## src/rtl/scan_test_ctrl_if.sv

```systemverilog
// ---------------------------------------------------------------------------
// scan_test_ctrl_if
//   Bundles every non-clock signal of the scan test controller.
//   Host side:  start / num_patterns / seed in, busy / done / signature out.
//   CUT side:   NbarT / Si / CE / pi out to the netlist, So / po back.
//   modport slave  : the controller's view.
//   modport master : the environment's view (host + circuit under test).
// ---------------------------------------------------------------------------
interface scan_test_ctrl_if #(
    parameter int PI_W = 4,
    parameter int PO_W = 4
);
    logic            start;
    logic [15:0]     num_patterns;
    logic [15:0]     seed;
    logic            So;
    logic [PO_W-1:0] po;
    logic            NbarT;
    logic            Si;
    logic            CE;
    logic [PI_W-1:0] pi;
    logic            busy;
    logic            done;
    logic [15:0]     signature;

    modport slave (
        input  start, num_patterns, seed, So, po,
        output NbarT, Si, CE, pi, busy, done, signature
    );

    modport master (
        output start, num_patterns, seed, So, po,
        input  NbarT, Si, CE, pi, busy, done, signature
    );
endinterface

```

## src/rtl/scan_test_ctrl.sv

```systemverilog
// ---------------------------------------------------------------------------
// scan_test_ctrl
//   Built-in scan test driver. For each pattern it shifts CHAIN_LEN LFSR bits
//   into the scan chain (NbarT=1), applies LFSR-derived primary inputs for one
//   settling cycle, pulses one capture cycle (CE=1), and compacts the scan-out
//   stream plus primary outputs into a 16-bit MISR. A final unload drains the
//   last captured state into the MISR.
//
// Ports
//   C    : clock, rising edge
//   R    : asynchronous active-high reset
//   bus  : scan_test_ctrl_if.slave
//          start/num_patterns/seed  - run request (sampled in IDLE/DONE)
//          So/po                    - scan-out and primary outputs of the CUT
//          NbarT/Si/CE/pi           - scan enable, scan-in, capture, PI drive
//          busy/done/signature      - status and MISR contents
// ---------------------------------------------------------------------------
module scan_test_ctrl #(
    parameter int CHAIN_LEN = 8,
    parameter int PI_W      = 4,
    parameter int PO_W      = 4
) (
    input  logic               C,
    input  logic               R,
    scan_test_ctrl_if.slave    bus
);

    localparam int SH_W = (CHAIN_LEN > 1) ? $clog2(CHAIN_LEN) : 1;
    localparam logic [SH_W-1:0] SH_LAST = SH_W'(CHAIN_LEN - 1);

    localparam logic [15:0] LFSR_POLY  = 16'hB400;
    localparam logic [15:0] MISR_POLY  = 16'h1021;
    localparam logic [15:0] SEED_ALT   = 16'hACE1;
    localparam logic [15:0] LFSR_RESET = 16'h0001;

    typedef enum logic [2:0] {
        S_IDLE,
        S_SHIFT,
        S_APPLY,
        S_CAPTURE,
        S_UNLOAD,
        S_DONE
    } state_t;

    // ------------------------------------------------------------------
    // State and datapath registers
    // ------------------------------------------------------------------
    state_t          state,    state_nxt;
    logic [15:0]     lfsr,     lfsr_nxt;
    logic [15:0]     misr,     misr_nxt;
    logic [15:0]     pat_cnt,  pat_nxt;
    logic [15:0]     npat,     npat_nxt;
    logic [SH_W-1:0] sh_cnt,   sh_nxt;
    logic [PI_W-1:0] pi_q,     pi_nxt;

    // Registered outputs, loaded from the next-state decode so that every
    // output pin comes straight from a flop.
    logic            nbart_q,  nbart_nxt;
    logic            si_q,     si_nxt;
    logic            ce_q,     ce_nxt;
    logic            busy_q,   busy_nxt;
    logic            done_q,   done_nxt;

    logic [15:0]     lfsr_adv;
    logic [15:0]     pat_inc;
    logic [15:0]     so_word;
    logic [15:0]     po_word;

    function automatic logic [15:0] lfsr_step(input logic [15:0] v);
        return (v >> 1) ^ (v[0] ? LFSR_POLY : 16'h0000);
    endfunction

    function automatic logic [15:0] misr_step(input logic [15:0] m,
                                              input logic [15:0] d);
        return {m[14:0], 1'b0} ^ (m[15] ? MISR_POLY : 16'h0000) ^ d;
    endfunction

    assign lfsr_adv = lfsr_step(lfsr);
    assign pat_inc  = pat_cnt + 16'd1;
    assign so_word  = {15'b0, bus.So};
    assign po_word  = 16'(bus.po);

    // ------------------------------------------------------------------
    // Next-state / next-datapath logic
    // ------------------------------------------------------------------
    always_comb begin
        state_nxt = state;
        lfsr_nxt  = lfsr;
        misr_nxt  = misr;
        pat_nxt   = pat_cnt;
        npat_nxt  = npat;
        sh_nxt    = sh_cnt;
        pi_nxt    = pi_q;

        unique case (state)
            S_IDLE, S_DONE: begin
                if (bus.start) begin
                    lfsr_nxt  = (bus.seed == 16'h0000) ? SEED_ALT : bus.seed;
                    misr_nxt  = 16'h0000;
                    pat_nxt   = 16'h0000;
                    sh_nxt    = '0;
                    npat_nxt  = bus.num_patterns;
                    state_nxt = (bus.num_patterns == 16'h0000) ? S_DONE : S_SHIFT;
                end
            end

            S_SHIFT: begin
                lfsr_nxt = lfsr_adv;
                // The chain holds garbage before the first capture, so the
                // first load's scan-out is not compacted.
                if (pat_cnt != 16'h0000)
                    misr_nxt = misr_step(misr, so_word);
                if (sh_cnt == SH_LAST) begin
                    sh_nxt    = '0;
                    pi_nxt    = lfsr_adv[PI_W-1:0];
                    state_nxt = S_APPLY;
                end else begin
                    sh_nxt = sh_cnt + 1'b1;
                end
            end

            S_APPLY: begin
                state_nxt = S_CAPTURE;
            end

            S_CAPTURE: begin
                misr_nxt  = misr_step(misr, po_word);
                pat_nxt   = pat_inc;
                state_nxt = (pat_inc == npat) ? S_UNLOAD : S_SHIFT;
            end

            S_UNLOAD: begin
                misr_nxt = misr_step(misr, so_word);
                if (sh_cnt == SH_LAST) begin
                    sh_nxt    = '0;
                    state_nxt = S_DONE;
                end else begin
                    sh_nxt = sh_cnt + 1'b1;
                end
            end

            default: begin
                state_nxt = S_IDLE;
            end
        endcase

        // Output decode of the state being entered.
        nbart_nxt = (state_nxt == S_SHIFT) || (state_nxt == S_UNLOAD);
        si_nxt    = (state_nxt == S_SHIFT) ? lfsr_nxt[0] : 1'b0;
        ce_nxt    = (state_nxt == S_CAPTURE);
        busy_nxt  = (state_nxt == S_SHIFT)   || (state_nxt == S_APPLY) ||
                    (state_nxt == S_CAPTURE) || (state_nxt == S_UNLOAD);
        done_nxt  = (state_nxt == S_DONE);
    end

    // ------------------------------------------------------------------
    // Registers
    // ------------------------------------------------------------------
    always_ff @(posedge C or posedge R) begin
        if (R) begin
            state   <= S_IDLE;
            lfsr    <= LFSR_RESET;
            misr    <= 16'h0000;
            pat_cnt <= 16'h0000;
            npat    <= 16'h0000;
            sh_cnt  <= '0;
            pi_q    <= '0;
            nbart_q <= 1'b0;
            si_q    <= 1'b0;
            ce_q    <= 1'b0;
            busy_q  <= 1'b0;
            done_q  <= 1'b0;
        end else begin
            state   <= state_nxt;
            lfsr    <= lfsr_nxt;
            misr    <= misr_nxt;
            pat_cnt <= pat_nxt;
            npat    <= npat_nxt;
            sh_cnt  <= sh_nxt;
            pi_q    <= pi_nxt;
            nbart_q <= nbart_nxt;
            si_q    <= si_nxt;
            ce_q    <= ce_nxt;
            busy_q  <= busy_nxt;
            done_q  <= done_nxt;
        end
    end

    assign bus.NbarT     = nbart_q;
    assign bus.Si        = si_q;
    assign bus.CE        = ce_q;
    assign bus.pi        = pi_q;
    assign bus.busy      = busy_q;
    assign bus.done      = done_q;
    assign bus.signature = misr;

endmodule

```

## src/flat_wrapper.sv

```systemverilog
// flat-port wrapper written by rule: the top's interface ports become plain ports
module scan_test_ctrl_flat 
#(
    parameter int CHAIN_LEN = 8,
    parameter int PI_W      = 4,
    parameter int PO_W      = 4
)
  (C, R, bus_start, bus_num_patterns, bus_seed, bus_So, bus_po, bus_NbarT, bus_Si, bus_CE, bus_pi, bus_busy, bus_done, bus_signature);
  scan_test_ctrl_if #(.PI_W(PI_W), .PO_W(PO_W)) bus_i ();
  input  logic C;
  input  logic R;
  input wire logic [$bits(bus_i.start)-1:0] bus_start;
  input wire logic [$bits(bus_i.num_patterns)-1:0] bus_num_patterns;
  input wire logic [$bits(bus_i.seed)-1:0] bus_seed;
  input wire logic [$bits(bus_i.So)-1:0] bus_So;
  input wire logic [$bits(bus_i.po)-1:0] bus_po;
  output wire logic [$bits(bus_i.NbarT)-1:0] bus_NbarT;
  output wire logic [$bits(bus_i.Si)-1:0] bus_Si;
  output wire logic [$bits(bus_i.CE)-1:0] bus_CE;
  output wire logic [$bits(bus_i.pi)-1:0] bus_pi;
  output wire logic [$bits(bus_i.busy)-1:0] bus_busy;
  output wire logic [$bits(bus_i.done)-1:0] bus_done;
  output wire logic [$bits(bus_i.signature)-1:0] bus_signature;
  assign bus_i.start = bus_start;
  assign bus_i.num_patterns = bus_num_patterns;
  assign bus_i.seed = bus_seed;
  assign bus_i.So = bus_So;
  assign bus_i.po = bus_po;
  assign bus_NbarT = bus_i.NbarT;
  assign bus_Si = bus_i.Si;
  assign bus_CE = bus_i.CE;
  assign bus_pi = bus_i.pi;
  assign bus_busy = bus_i.busy;
  assign bus_done = bus_i.done;
  assign bus_signature = bus_i.signature;
  scan_test_ctrl #(.CHAIN_LEN(CHAIN_LEN), .PI_W(PI_W), .PO_W(PO_W)) u_core (.C(C), .R(R), .bus(bus_i));
endmodule
```

## config.mk

```make
export PLATFORM = sky130hd
export DESIGN_NAME = scan_test_ctrl_flat
export DESIGN_NICKNAME = d
export VERILOG_FILES = /design/src/rtl/scan_test_ctrl_if.sv /design/src/rtl/scan_test_ctrl.sv /design/src/flat_wrapper.sv
export SDC_FILE = /design/constraint.sdc
export NUM_CORES = 1
export LEC_CHECK = 0
export CAP_MARGIN = 20
export CORE_ASPECT_RATIO = 1.75
export CORE_MARGIN = 2
export CORE_UTILIZATION = 49
export CTS_CLUSTER_DIAMETER = 150
export CTS_CLUSTER_SIZE = 20
export DETAILED_ROUTE_END_ITERATION = 16
export GPL_TIMING_DRIVEN = 0
export HOLD_SLACK_MARGIN = 0.02
export MAX_ROUTING_LAYER = met4
export PLACE_DENSITY = 0.76
export SLEW_MARGIN = 20
export SYNTH_ARGS = -nofsm -noshare
export SYNTH_HDL_FRONTEND = slang
export SYNTH_SLANG_ARGS = --single-unit
```

## constraint.sdc

```tcl
create_clock -name C -period 2.3 [get_ports C]
set_input_delay 0.23 -clock C [delete_from_list [all_inputs] [get_ports C]]
set_output_delay 0.23 -clock C [all_outputs]
set_load 0.02 [all_outputs]
```

==> summary.txt, run 1 <==
Synthesis
  • Register area share after synthesis: 46.7%
  • Top cell type by total area after synthesis: dfrtp_1
  • Synth area leaders: dfrtp_1, mux2_2, o21ai_0, nand2_1, xnor2_1
  • Post-synth EDFFs: 0
  • Top FF cell, synth: dfrtp_1
  • Syn Area/Cell: 9.88 um^2
  • Synth top area share: 46.0%
  • Synth Instances: 429
  • Post-synth net total: 473
  • Asr flop ratio synth: between 90% and 100%
  • #FFs+latches synth: 79
  • Mapped cell area: 0.00424 mm^2
  • Synth cell count leaders: dfrtp_1, nand2_1, o21ai_0
  • Count leader, synth: dfrtp_1
  • Post-synth cell types: 61
  • Synth warn: 0

Critical path
  • Delay-heaviest family, CP: buffers and inverters
  • Worst R2R Start: u_core.state[1]
  • CP max stage delay: 630 ps
  • Setup crit end: u_core.pat_cnt[7]
  • CP arrival: 2380 ps
  • Crit path from: bus_start
  • Worst Path Required: 2500 ps
  • Crit path kind: primary input to flop
  • Crit-path cells: clkdlybuf4s50_1 > nor2b_1 > and3_1 > buf_2 > nor2_1 > clkbuf_2 > o21ai_0 > o41ai_1
  • Crit path max-delay cell type: clkdlybuf4s50_1
  • Worst Path Buf+Inv: 3
  • CP startpoint kind: primary input
  • FF-to-FF End: u_core.pat_cnt[7]
  • R2R setup slack: 140 ps
  • CP endpoint kind: flop
  • WP depth: 8
  • CP Max Fanout: 10
  • Worst R2R Path Depth: 8

Timing
  • Slew @ Worst Pin: 502 ps
  • Pins Over Slew Limit: 0
  • Final setup fails: 0
  • Final hold vios: 0
  • Hold Slack: 212 ps
  • Fin crit share: 94.5%
  • FMAX: 0.460 GHz
  • Minimum clock period after layout: 2170 ps
  • Slew HR: 66.6%
  • Clock Skews: between 6 and 7 ps
  • Sum Neg Setup Slack: 0 ps

Clocking
  • CTS buffer count: 9
  • Num Clock Sinks: slightly below 80
  • CTS root buf: clkbuf_16
  • Post-CTS Hold Fix Bufs: 0
  • Clock Pin Slew Worst Setup and Hold Paths: ~60 ps
  • Maximum clock path buffer count: 2
  • Htree depth: 3
  • Worst-Skew Late Latency: 340 ps
  • CTS tree: built

Route
  • Drt first-iter violations: 243
  • Remaining DRCs: 0
  • DRT Pass-1 Iters: 5
  • Via count: around 3,600
  • ANT nets after route: 0
  • Drt wl/cell: 17.6 um
  • DRT Wirelength: approximately 11 mm
  • Vias per cell: about 5.8

Floorplan
  • Die Span Y: around 130 um
  • Io pins: 65
  • Die Span X: around 74 um
  • Core area: around 0.0084 mm^2
  • Initial Utilization: 50.7%
  • Die ar.: 0.00944 mm^2
  • Row count: 44

Placement
  • HPWL Detailed: a little under 8 mm
  • Placer Congestion: between 0.8 and 0.9
  • Port Buffers: 64

Power
  • Leakage: 0.00236 uW
  • Cell Pwr Density: roughly 1200 mW/mm^2
  • Maximum vdd drop: 0.609 mV

Global routing
  • Largest net degree at the start of global routing: 56
  • Initial antenna violation count: 0
  • All-Layer GR Usage: 25.3%
  • GRT overflow: 0
  • Vias in the first global route: 3,679
  • First-pass GRT wire length: 17.9 mm

Final layout
  • Area grow syn2layout: 27.9%
  • Layout cells sized above 1: 14.7%
  • Antenna diodes: 0
  • Nets: 550

Worst hold path
  • HP Class: primary input to asynchronous set/reset pin

Flow run
  • Max Cap Viol: 0

Outcome
  • Status: finished, final reports clean
[worst min path at each step]
stage,start,endpoint
floorplan,bus_seed[8],u_core.lfsr[8]
global placement,u_core.lfsr[9],u_core.lfsr[9]
detailed placement,u_core.lfsr[9],u_core.lfsr[9]
CTS,R,u_core.npat[12]
global route,R,u_core.npat[11]
finish,R,u_core.npat[12]
[repair_timing]
item | 4_1_cts | 5_1_grt
pin swaps | 0 | 3
buffers inserted | 0 | 2
endpoints found under the setup margin | 16 | 34
gates resized for setup | 7 | 12
[worst reg2reg max path: cells and delay by family (launching register included)]
family / cells / cell delay, ps
AND/OR/NAND/NOR: 3 / 640
AO/OA/AOI/OAI: 2 / 340
buffers and inverters: 3 / 700
flip-flops: 1 / 350
[flip-flops by register name, summed over array words and instances, names as in the netlist]
signal and flops:
u_core.bus.signature 16, u_core.pat_cnt 16, u_core.state 3, u_core.bus.Si 1, u_core.npat 16, u_core.sh_cnt 3, u_core.bus.pi 4, u_core.bus.done 1
u_core.lfsr 16, u_core.bus.CE 1, u_core.bus.busy 1, u_core.bus.NbarT 1
[per-layer routing]
metal  vias to the layer above  GRT usage (%)  part of all wire (%)
met1                      1802           29.1                    40
met3                        23           3.86                   3.1
met5                         -              -                     0
met4                         0           9.98                   2.4
li1                       1712              -                     -
met2                        96           43.4                    55
[logic make-up after synthesis]
group / after synthesis / synth area share [%]
buffers and inverters: 40 / 4.75
AOI/OAI and AO/OA: 117 / 18.2
xor gates and xnor gates: 27 / 5.93
DFF: 79 / 46.7
muxes: 21 / 5.55
and+or+nand+nor: 141 / 17.8
adders and majority gates: 4 / 1.18
[through the flow]
stage               setup WS, ps  total power (uW)  instances  util [%]  area [um^2]
floorplan                   48.3              4100        429         -         4240
global placement           -1230              4930        608      60.0         5020
detailed placement          -311              5040        609      60.4         5050
CTS                         4.62              6460        624      64.2         5370
global route               -2.33              6860        625      64.8         5430
finish                       126              6440        625      64.8         5430
[cells in the final DEF, fill, tap and decap left out, types with 6 or more instances in the layout]
cell / count
dfrtp_1: 76
clkdlybuf4s50_1: 64
nand2_1: 55
o21ai_0: 43
nor2_1: 26
mux2_2: 20
a22oi_1: 15
xnor2_1: 15
clkbuf_1: 14
a21oi_1: 12
a22o_1: 12
xor2_1: 11
nor4_1: 10
inv_1: 9
nand3_1: 9
clkbuf_16: 9
buf_2: 7
o31ai_1: 6
[report_power, final]
| part | switching, uW | total [uW] | leakage [uW] | internal (uW) |
|---|---|---|---|---|
| Clock | 540 | 1370 | 0.000142 | 826 |
| Sequential | 424 | 2330 | 0.00100 | 1910 |
| Combinational | 1510 | 2750 | 0.00121 | 1240 |
[final cells by class]
type	instances	area (um^2)
plain buffers	29	163
well taps	115	144
multi-input cells	310	2140
fillers	724	2940
clock inverters	5	50.0
repair buffers	67	683
inverters	10	40.0
flip-flops and latches	79	1980
clock buffers	10	229
Power figures use the tool's default switching activity.
==> run 2: changes to the inputs <==
ABC_AREA = 1   (was default)
PLACE_DENSITY = 0.77   (was 0.76)
==> summary.txt, run 2 <==
Synthesis
  • Syn Area/Cell: 8.05 um^2 (-19%)
  • Post-synth EDFFs: 0 (unchanged)
  • Synth area leaders: dfrtp_1, nand2_1, inv_1, nand3_1, o21ai_0
  • Asr flop ratio synth: 100% (unchanged)
  • Top FF cell, synth: dfrtp_1
  • Adder-cell area share of the yosys netlist: 1.20% (+0.020 points)
  • Simple-gate share of the synthesized area: 29.3% (+12 points)
  • Synth Instances: 518 (+21%)
  • Mapped cell area: 0.00417 mm^2 (-1.7%)
  • Synth top area share: 46.8% (+0.79 points)
  • #FFs+latches synth: 79 (unchanged)
  • Main combinational cell family by area after synthesis: simple AND/OR/NAND/NOR gates
  • Compound-Gate Fraction of Synth Area: 12.5% (-5.7 points)
  • Synth cell count leaders: nand2_1, dfrtp_1, inv_1
  • Top cell type by total area after synthesis: dfrtp_1
  • Synth warn: 0 (unchanged)
  • Post-synthesis mux area share: 0% (-5.5 points)
  • Post-synth cell types: 41 (-33%)
  • Post-Synth XOR/XNOR Area: 2.22% (-3.7 points)
  • Post-synth net total: 562 (+19%)
  • Register area share after synthesis: 47.4% (+0.80 points)
  • Count leader, synth: nand2_1

Timing
  • Pins Over Slew Limit: 0 (unchanged)
  • Sum Neg Setup Slack: 0 ps (unchanged)
  • RSZ-0062 raised after global routing: true
  • Slew @ Worst Pin: 567 ps (+65.5 ps)
  • FMAX: 0.458 GHz (-0.41%)
  • Clock Skews: 9.50 ps (+3.49 ps)
  • Minimum clock period after layout: 2180 ps (+8.86 ps)
  • Final setup fails: 0 (unchanged)
  • Fin crit share: 94.9% (+0.39 points)
  • Final hold vios: 0 (unchanged)
  • Slew HR: 62.2% (-4.4 points)

Global routing
  • GRT overflow: 0 (unchanged)
  • Initial antenna violation count: 0 (unchanged)
  • First-pass GRT wire length: 18.6 mm (+4.2%)
  • Vias in the first global route: 4,071 (+11%)
  • All-Layer GR Usage: 26.6% (+1.3 points)
  • Largest net degree at the start of global routing: 44 (-21%)

Critical path
  • CP endpoint kind: flop
  • CP max stage delay: 420 ps (-210 ps)
  • CP arrival: 2410 ps (+30 ps)
  • Worst R2R Start: u_core.pat_cnt[1]
  • Crit path max-delay cell type: dfrtp_1
  • Crit-path cells: ha_4 > nand3_1 > nor2_2 > nand2_1 > nand3b_1 > nand2_2 > nor2_2 > nand3_2 > nor2_4 > nand3_2 > nand2_2 > inv_2 > nand3_2 > nand2_1
  • Crit path kind: flop to flop
  • Crit path from: u_core.pat_cnt[1]
  • Most common cell on crit path: nand3_2
  • CP Max Fanout: 4 (-6)
  • Worst Path Required: 2530 ps (+30 ps)
  • CP startpoint kind: flop

Clocking
  • Maximum clock path buffer count: 2 (unchanged)
  • Clock Pin Slew Worst Setup and Hold Paths: 60 ps (about the same)
  • CTS tree: built
  • Post-CTS Hold Fix Bufs: 0 (unchanged)
  • Htree depth: 3 (unchanged)
  • Num Clock Sinks: 79 (unchanged)
  • CTS buffer count: 9 (unchanged)
  • Worst-Skew Late Latency: 340 ps (about the same)
  • CTS root buf: clkbuf_16

Route
  • Vias per cell: 5.76 (-0.96%)
  • DRT Pass-1 Iters: 5 (unchanged)
  • Drt first-iter violations: 292 (+20%)
  • DRT Wirelength: 11.3 mm (+2.4%)
  • Via count: 4,007 (+10%)
  • Drt wl/cell: 16.2 um (-8.1%)
  • Remaining DRCs: 0 (unchanged)
  • ANT nets after route: 0 (unchanged)

Worst hold path
  • HP Class: primary input to asynchronous set/reset pin

Final layout
  • Layout cells sized above 1: 11.4% (-3.3 points)
  • Non-filler instance count after layout: 696 (+11%)
  • Nets: 645 (+17%)
  • Area grow syn2layout: 28.0% (about the same)
  • Most common cell after layout, fill and taps aside: nand2_1
  • Antenna diodes: 0 (unchanged)
  • Most frequent cells in the layout: nand2_1, dfrtp_1, clkdlybuf4s50_1

Floorplan
  • Io pins: 65 (unchanged)
  • Row count: 44 (unchanged)
  • Core area: 0.00826 mm^2 (-1.3%)
  • Die Span Y: 126 um (-0.82%)
  • Die ar.: 0.00929 mm^2 (-1.6%)
  • Initial Utilization: 50.5% (-0.19 points)
  • Die Span X: 73.7 um (-0.80%)

Placement
  • Port Buffers: 64 (unchanged)
  • Placer Congestion: 0.929 (+4.8%)
  • Placed insts: 675 (+11%)
  • HPWL Detailed: 8.29 mm (+5.3%)

Flow run
  • Max Cap Viol: 0 (unchanged)

Power
  • Maximum vdd drop: 0.659 mV (+8.3%)
  • Leakage: 0.00249 uW (+5.5%)
  • Cell Pwr Density: 1160 mW/mm^2 (-2.5%)
  • Total power: 6180 uW (-4.1%)

Outcome
  • Status: finished, final reports clean
run 2: cell count changes after synthesis, moves of 12 or more:
cell     before  now
nand3_1      10   42
a22o_1       12    0
nand2_1      55  148
o21ai_0      43   30
mux2_2       20    0
inv_1        10   62
run 2: path summary, 6_finish.rpt:
path | to | slack (ps) | depth (start not counted)
max reg2reg | u_core.bus.NbarT | 120 | 14
min reg2reg | u_core.bus.CE | 480 | 1
min | u_core.pat_cnt[0] | 260 | 2
max | u_core.bus.NbarT | 120 | 14
max in group asynchronous | u_core.lfsr[0] | 1390 | 3
min in group C | u_core.npat[6] | 480 | 3
run 2: final cells by class:
type / instances / area, um^2
sequential: 79 / 1980
buffer: 12 / 53.8
multi-input combinational: 360 / 1950
clock inverter: 1 / 5.00
timing repair buffer: 72 / 717
tap: 92 / 115
inverter: 67 / 254
fill: 717 / 2920
clock buffer: 13 / 260
run 2: cell families after synthesis:
| group | Yosys count |
|---|---|
| adders and majority gates | 4 |
| DFF | 79 |
| xor gates and xnor gates | 9 |
| buffers and inverters | 79 |
| AOI/OAI and AO/OA | 80 |
| and+or+nand+nor | 267 |
run 2: per-stage QoR:
step | hold slack [ps] | utilization (%) | setup slack [ps] | instance area (um^2)
detailed placement | 462 | 59.9 | 89.0 | 4950
CTS | 281 | 63.1 | 60.0 | 5210
floorplan | 347 | - | 48.3 | 4170
global route | 348 | 64.6 | -39.6 | 5340
global placement | 454 | 59.6 | -1210 | 4920
finish | 264 | 64.6 | 117 | 5340
run 2: what timing repair did:
item,4_1_cts,5_1_grt
buffers inserted,0,7
endpoints found under the hold margin,0,0
setup endpoints to repair,0,15
gates resized for setup,0,16
run 2: power by group:
part           total [uW]  leakage, uW  internal, uW  switching (uW)
clock network        1310     0.000132           776             533
registers            2180      0.00102          1870             313
logic                2690      0.00133          1070            1620
total                6180      0.00249          3710            2470
run 2: worst max-delay path, delay by kind of cell, from the launching register on:
family | cells | cell delay [ps]
AND/OR/NAND/NOR | 12 | 1410
flip-flops | 1 | 420
adder cells (fa/ha/maj) | 1 | 180
buffers and inverters | 1 | 60
run 2: layer usage:
layer / global-route usage (%) / routed length, um
met1: 29.2 / 4160
met5: - / 0
met3: 4.64 / 416
met2: 44.3 / 6170
met4: 14.5 / 519
